$ cat src/rtl/usb_bus_state_ctrl.sv
// rtl/usb_bus_state_ctrl.sv - USB full-speed device bus-state controller (attach/reset/active/suspend/resume)
// Optional remote wakeup support: define USB_REMOTE_WAKEUP_EN.
module usb_bus_state_ctrl #(
   parameter int RESET_CYCLES     = 120,
   parameter int SUSPEND_CYCLES   = 144000,
   parameter int RESUME_CYCLES    = 960,
`ifdef USB_REMOTE_WAKEUP_EN
   parameter int WAKE_IDLE_CYCLES = 240000,
   parameter int WAKE_K_CYCLES    = 96000,
`endif
   parameter int CNT_W            = 18
) (
   input  logic       clk,
   input  logic       rst,
   input  logic       line_state_valid,
   input  logic [1:0] line_state,
`ifdef USB_REMOTE_WAKEUP_EN
   input  logic       remote_wakeup_req,
   output logic       drive_k,
`endif
   output logic [2:0] bus_state,
   output logic       bus_reset_pulse,
   output logic       in_reset,
   output logic       suspended,
   output logic       resume_pulse,
   output logic       active
);

   typedef enum logic [2:0] {
      ST_ATTACHED  = 3'd0,
      ST_BUS_RESET = 3'd1,
      ST_ACTIVE    = 3'd2,
      ST_SUSPENDED = 3'd3,
      ST_RESUMING  = 3'd4
   } state_t;

   localparam logic [1:0] LS_SE0 = 2'b00;
   localparam logic [1:0] LS_J   = 2'b01;
   localparam logic [1:0] LS_K   = 2'b10;

   localparam logic [CNT_W-1:0] RUN_MAX   = '1;
   localparam logic [CNT_W-1:0] RUN_ONE   = CNT_W'(1);
   localparam logic [CNT_W-1:0] RESET_N   = CNT_W'(RESET_CYCLES);
   localparam logic [CNT_W-1:0] SUSPEND_N = CNT_W'(SUSPEND_CYCLES);
   localparam logic [CNT_W-1:0] RESUME_N  = CNT_W'(RESUME_CYCLES);

   state_t           state_q, state_d;
   logic [CNT_W-1:0] run_len, run_next;
   logic [1:0]       last_ls;
   logic             eop_seen;
   logic             run_step;
   logic             se0_n, j_n, k_n;

`ifdef USB_REMOTE_WAKEUP_EN
   localparam logic [CNT_W-1:0] WAKE_IDLE_N = CNT_W'(WAKE_IDLE_CYCLES);
   localparam logic [CNT_W-1:0] WAKE_K_N    = CNT_W'(WAKE_K_CYCLES);

   logic [CNT_W-1:0] susp_cnt, susp_next;
   logic [CNT_W-1:0] wake_cnt, wake_cnt_d;
   logic             wake_d;
`endif

   // A run continues only while consecutive samples are valid and identical.
   always_comb begin
      run_next = '0;
      if (line_state_valid) begin
         if (run_len != '0 && line_state == last_ls)
            run_next = (run_len == RUN_MAX) ? RUN_MAX : run_len + RUN_ONE;
         else
            run_next = RUN_ONE;
      end
   end

   // run_step blocks re-firing when a saturated run sits exactly on a threshold.
   assign run_step = (run_next != run_len);
   assign se0_n    = line_state_valid && line_state == LS_SE0 && run_next == RESET_N   && run_step;
   assign j_n      = line_state_valid && line_state == LS_J   && run_next == SUSPEND_N && run_step;
   assign k_n      = line_state_valid && line_state == LS_K   && run_next == RESUME_N  && run_step;

   always_comb begin
      state_d = state_q;
`ifdef USB_REMOTE_WAKEUP_EN
      wake_d     = 1'b0;
      wake_cnt_d = '0;
`endif
      case (state_q)
         ST_ATTACHED: begin
            if (j_n)
               state_d = ST_SUSPENDED;
         end
         ST_BUS_RESET: begin
            if (line_state_valid && line_state != LS_SE0)
               state_d = ST_ACTIVE;
         end
         ST_ACTIVE: begin
            if (j_n)
               state_d = ST_SUSPENDED;
         end
         ST_SUSPENDED: begin
`ifdef USB_REMOTE_WAKEUP_EN
            // While we drive K ourselves the line K run must not look like a host resume.
            if (drive_k) begin
               if (wake_cnt == WAKE_K_N) begin
                  state_d = ST_RESUMING;
               end else begin
                  wake_d     = 1'b1;
                  wake_cnt_d = wake_cnt + RUN_ONE;
               end
            end else if (remote_wakeup_req && susp_cnt >= WAKE_IDLE_N) begin
               wake_d     = 1'b1;
               wake_cnt_d = RUN_ONE;
            end else if (k_n) begin
               state_d = ST_RESUMING;
            end
`else
            if (k_n)
               state_d = ST_RESUMING;
`endif
         end
         ST_RESUMING: begin
            if (line_state_valid && line_state == LS_J && eop_seen)
               state_d = ST_ACTIVE;
         end
         default: state_d = ST_ATTACHED;
      endcase
      if (se0_n) begin
         state_d = ST_BUS_RESET;
`ifdef USB_REMOTE_WAKEUP_EN
         wake_d     = 1'b0;
         wake_cnt_d = '0;
`endif
      end
   end

`ifdef USB_REMOTE_WAKEUP_EN
   // Counts cycles spent in SUSPENDED, 1 in the first such cycle.
   always_comb begin
      susp_next = '0;
      if (state_d == ST_SUSPENDED) begin
         if (state_q != ST_SUSPENDED)
            susp_next = RUN_ONE;
         else
            susp_next = (susp_cnt == RUN_MAX) ? RUN_MAX : susp_cnt + RUN_ONE;
      end
   end

   always_ff @(posedge clk or posedge rst) begin
      if (rst) begin
         susp_cnt <= '0;
         wake_cnt <= '0;
         drive_k  <= 1'b0;
      end else begin
         susp_cnt <= susp_next;
         wake_cnt <= wake_cnt_d;
         drive_k  <= wake_d;
      end
   end
`endif

   always_ff @(posedge clk or posedge rst) begin
      if (rst) begin
         state_q         <= ST_ATTACHED;
         run_len         <= '0;
         last_ls         <= LS_SE0;
         eop_seen        <= 1'b0;
         bus_reset_pulse <= 1'b0;
         in_reset        <= 1'b0;
         suspended       <= 1'b0;
         resume_pulse    <= 1'b0;
         active          <= 1'b0;
      end else begin
         state_q  <= state_d;
         run_len  <= run_next;
         eop_seen <= line_state_valid && line_state == LS_SE0;
         if (line_state_valid)
            last_ls <= line_state;
         bus_reset_pulse <= se0_n;
         in_reset        <= (state_d == ST_BUS_RESET);
         suspended       <= (state_d == ST_SUSPENDED);
         resume_pulse    <= (state_d == ST_RESUMING) && (state_q != ST_RESUMING);
         active          <= (state_d == ST_ACTIVE);
      end
   end

   assign bus_state = state_q;

endmodule

$ cat config.mk
export PLATFORM = sky130hd
export DESIGN_NAME = usb_bus_state_ctrl
export DESIGN_NICKNAME = d
export VERILOG_FILES = /design/src/rtl/usb_bus_state_ctrl.sv
export SDC_FILE = /design/constraint.sdc
export NUM_CORES = 1
export LEC_CHECK = 0
export CAP_MARGIN = 15
export CORE_MARGIN = 2
export CORE_UTILIZATION = 60
export CTS_BUF_LIST = sky130_fd_sc_hd__clkbuf_4 sky130_fd_sc_hd__clkbuf_8 sky130_fd_sc_hd__clkbuf_16
export CTS_CLUSTER_SIZE = 24
export DETAILED_ROUTE_END_ITERATION = 8
export DONT_BUFFER_PORTS = 1
export GPL_ROUTABILITY_DRIVEN = 0
export PLACE_DENSITY = 0.87
export SETUP_SLACK_MARGIN = 0.2
export SYNTH_ARGS = -nofsm -noshare
export SYNTH_HDL_FRONTEND = slang
export SYNTH_SLANG_ARGS = --single-unit
$ cat constraint.sdc
create_clock -name clk -period 4.82 [get_ports clk]
set_input_delay 1.205 -clock clk [delete_from_list [all_inputs] [get_ports clk]]
set_output_delay 1.205 -clock clk [all_outputs]
set_load 0.05 [all_outputs]
==> results.ini <==
[status]
outcome=finished clean

[global_route]
grt_pass1_wl_um=7370
grt_pass1_vias=1589
antenna_found_initial=0
grt_overflow=0
grt_max_degree=30
grt.total_usage_pct=27.6

[clock_network]
cts_inserted_buffers=5
cts_htree_levels=2
cts_tree=done
clock_latency_ns=0.33
clock_sinks=29
cts.reportedPaths.clkPinSlew_ns=0.09
postCtsSetupRepairBufs=0
cts_resized=0
clockBufferDepth=2
clockRootBuffer=clkbuf_4
ctsHoldBuffers=0

[floorplan]
dieArea_sq_um=3660
core_sq_um=3050
initial_core_util_pct=62.8
die_w_um=60.5
die_h_um=60.5
rows=20
pin_count=13

[critical_path]
required_ns=5.04
reg2reg_depth=7
critical-path-max-stage-delay_ns=0.44
crit_buf_inv=0
worstPathArrival_ns=3.06
endpoint_kind=flip-flop
criticalPathCategory=in2reg
crit_fanout=17
cp_cell_sequence=xor2_1, nor2_1, o211ai_2, or2_2, nor3_1, nand3_1, and4b_1
start_kind=primary input
cp_slowest_cell=or2_2
crit_family=simple AND/OR/NAND/NOR gates
critical_path_cell_count=7

[timing]
finalHoldViolations=0
rsz0062_at_grt=no
timing.fmax_mhz=353
worstMarginPinSlew_ns=0.752
slew_headroom_pct=49.7
slew_viol_final=0
finalSetupTns_ns=0
period_share_pct=58.8
fin_hold_ws_ns=0.537
skew_ns=0.00924
finalSetupViolCount=0
period_needed_ns=2.83

[route]
wl_per_cell_um=16.7
vias=1624
wl_um=4240
drc=0
detail-route-antenna-nets=0
drt_iter0_markers=111
vias_per_cell=6.42
dr.pass1.iters=4

[yosys]
ys_types=51
ys_warn_count=0
ys_top_cells_by_area=dfrtp_1 38%, a21oi_1 4.2%, nor2_1 3.9%
synth_cells=213
postSynthRegisterBits=29
ys.flop_type=dfrtp_1
yosysMostFrequentCell=dfrtp_1
yosysTopAreaCellShare_pct=37.9
yosysSeqAreaShare_pct=37.9
synthesis.area_sq_um=1920
synthesis.nets=220
async_flop_share_pct=100
synthTopCellsByCount=29 x dfrtp_1, 20 x nor2_1, 16 x a21oi_1
synth_top_cell_by_area=dfrtp_1
synth_edf_count=0
avgSynthCellArea_sq_um=9.00

[final_layout]
register_area_sq_um=726
multi_input_area_sq_um=1100
area_growth_pct=5.81
num_antenna_cells=0
drive_above_1_share_pct=11.5
fin_util_pct=66.4
fillers=252
finalNetCount=215

[placed_design]
hpwl_um=3020
port_buffers=0

[run]
maxCapViolCount=0

[power_and_ir_drop]
power.leakage_nw=0.843
cellPowerDensity_nw_per_um2=243
peakVddDrop_mv=0.149
power.total_mw=0.492

[min_path]
hold_class=reg2reg
whs_path_depth=1

-- layout make-up --
cell class	count	area share, %
repair buffers	1	1.36
inverters	8	1.48
flip-flops and latches	29	35.8
multi-input cells	163	54.3
clock inverters	1	1.48
well taps	44	2.71
clock buffers	7	2.90
-- final timing paths --
path	from	to	slack (ns)
hold reg to reg	last_ls[1]	last_ls[1]	0.54
setup reg to reg	run_len[0]	resume_pulse	2.04
min in group asynchronous	rst	run_len[11]	0.70
setup / recovery	line_state[1]	active	1.99
max in group asynchronous	rst	bus_state[2]	3.69
hold / removal	last_ls[1]	last_ls[1]	0.54
-- cell families after synthesis --
family,count (synthesis),share of synthesized area (%)
simple gates,99,31.6
fa+ha+maj,2,1.31
flops,29,37.9
compound gates,41,14.4
mux,7,3.79
buf+inv,21,4.70
xor+xnor,14,6.40
-- state kept, by name, indices dropped and copies added (netlist names) --
name,count
eop_seen,1
active,1
suspended,1
bus_reset_pulse,1
in_reset,1
resume_pulse,1
last_ls,2
run_len,18
bus_state,3
-- stage by stage --
step	instances	setup WS, ns	area [sq um]
global placement	244	1.80	1910
CTS	252	2.03	2000
global route	253	1.78	2030
finish	253	1.99	2030
floorplan	213	1.87	1920
detailed placement	244	1.67	1910
-- power by group --
part / switching [mW] / total (mW) / internal (mW) / leakage (nW)
Sequential: 0.00296 / 0.249 / 0.246 / 0.382
Clock: 0.0874 / 0.217 / 0.129 / 0.0489
Combinational: 0.0158 / 0.0262 / 0.0104 / 0.411
Total: 0.106 / 0.492 / 0.386 / 0.843
-- routing by layer --
| metal | vias up | wire length (um) | GRT usage, % |
|---|---|---|---|
| li1 | 776 | - | - |
| met1 | 786 | 1890 | 35.6 |
| met2 | 52 | 2050 | 43.0 |
| met3 | 10 | 208 | 7.89 |
| met4 | 0 | 86 | 13.0 |
| met5 | - | 0 | 0 |
-- cells in the final DEF, fill, tap and decap left out, types with 3 or more instances in the layout --
master and count:
dfrtp_1 29, nor2_1 20, a21oi_1 16, nand2_1 12, nand3_1 9, inv_1 8, nand4_1 8, nor3_1 7
xor2_1 7, and3_1 7, xnor2_1 7, clkbuf_4 6, nor4_1 5, o21ai_0 5, mux2i_1 5, a31oi_1 4
and4_1 4, nand2b_1 3, nor3b_1 3, nand4b_1 3
Note: power is estimated with default switching activity, not from simulation.
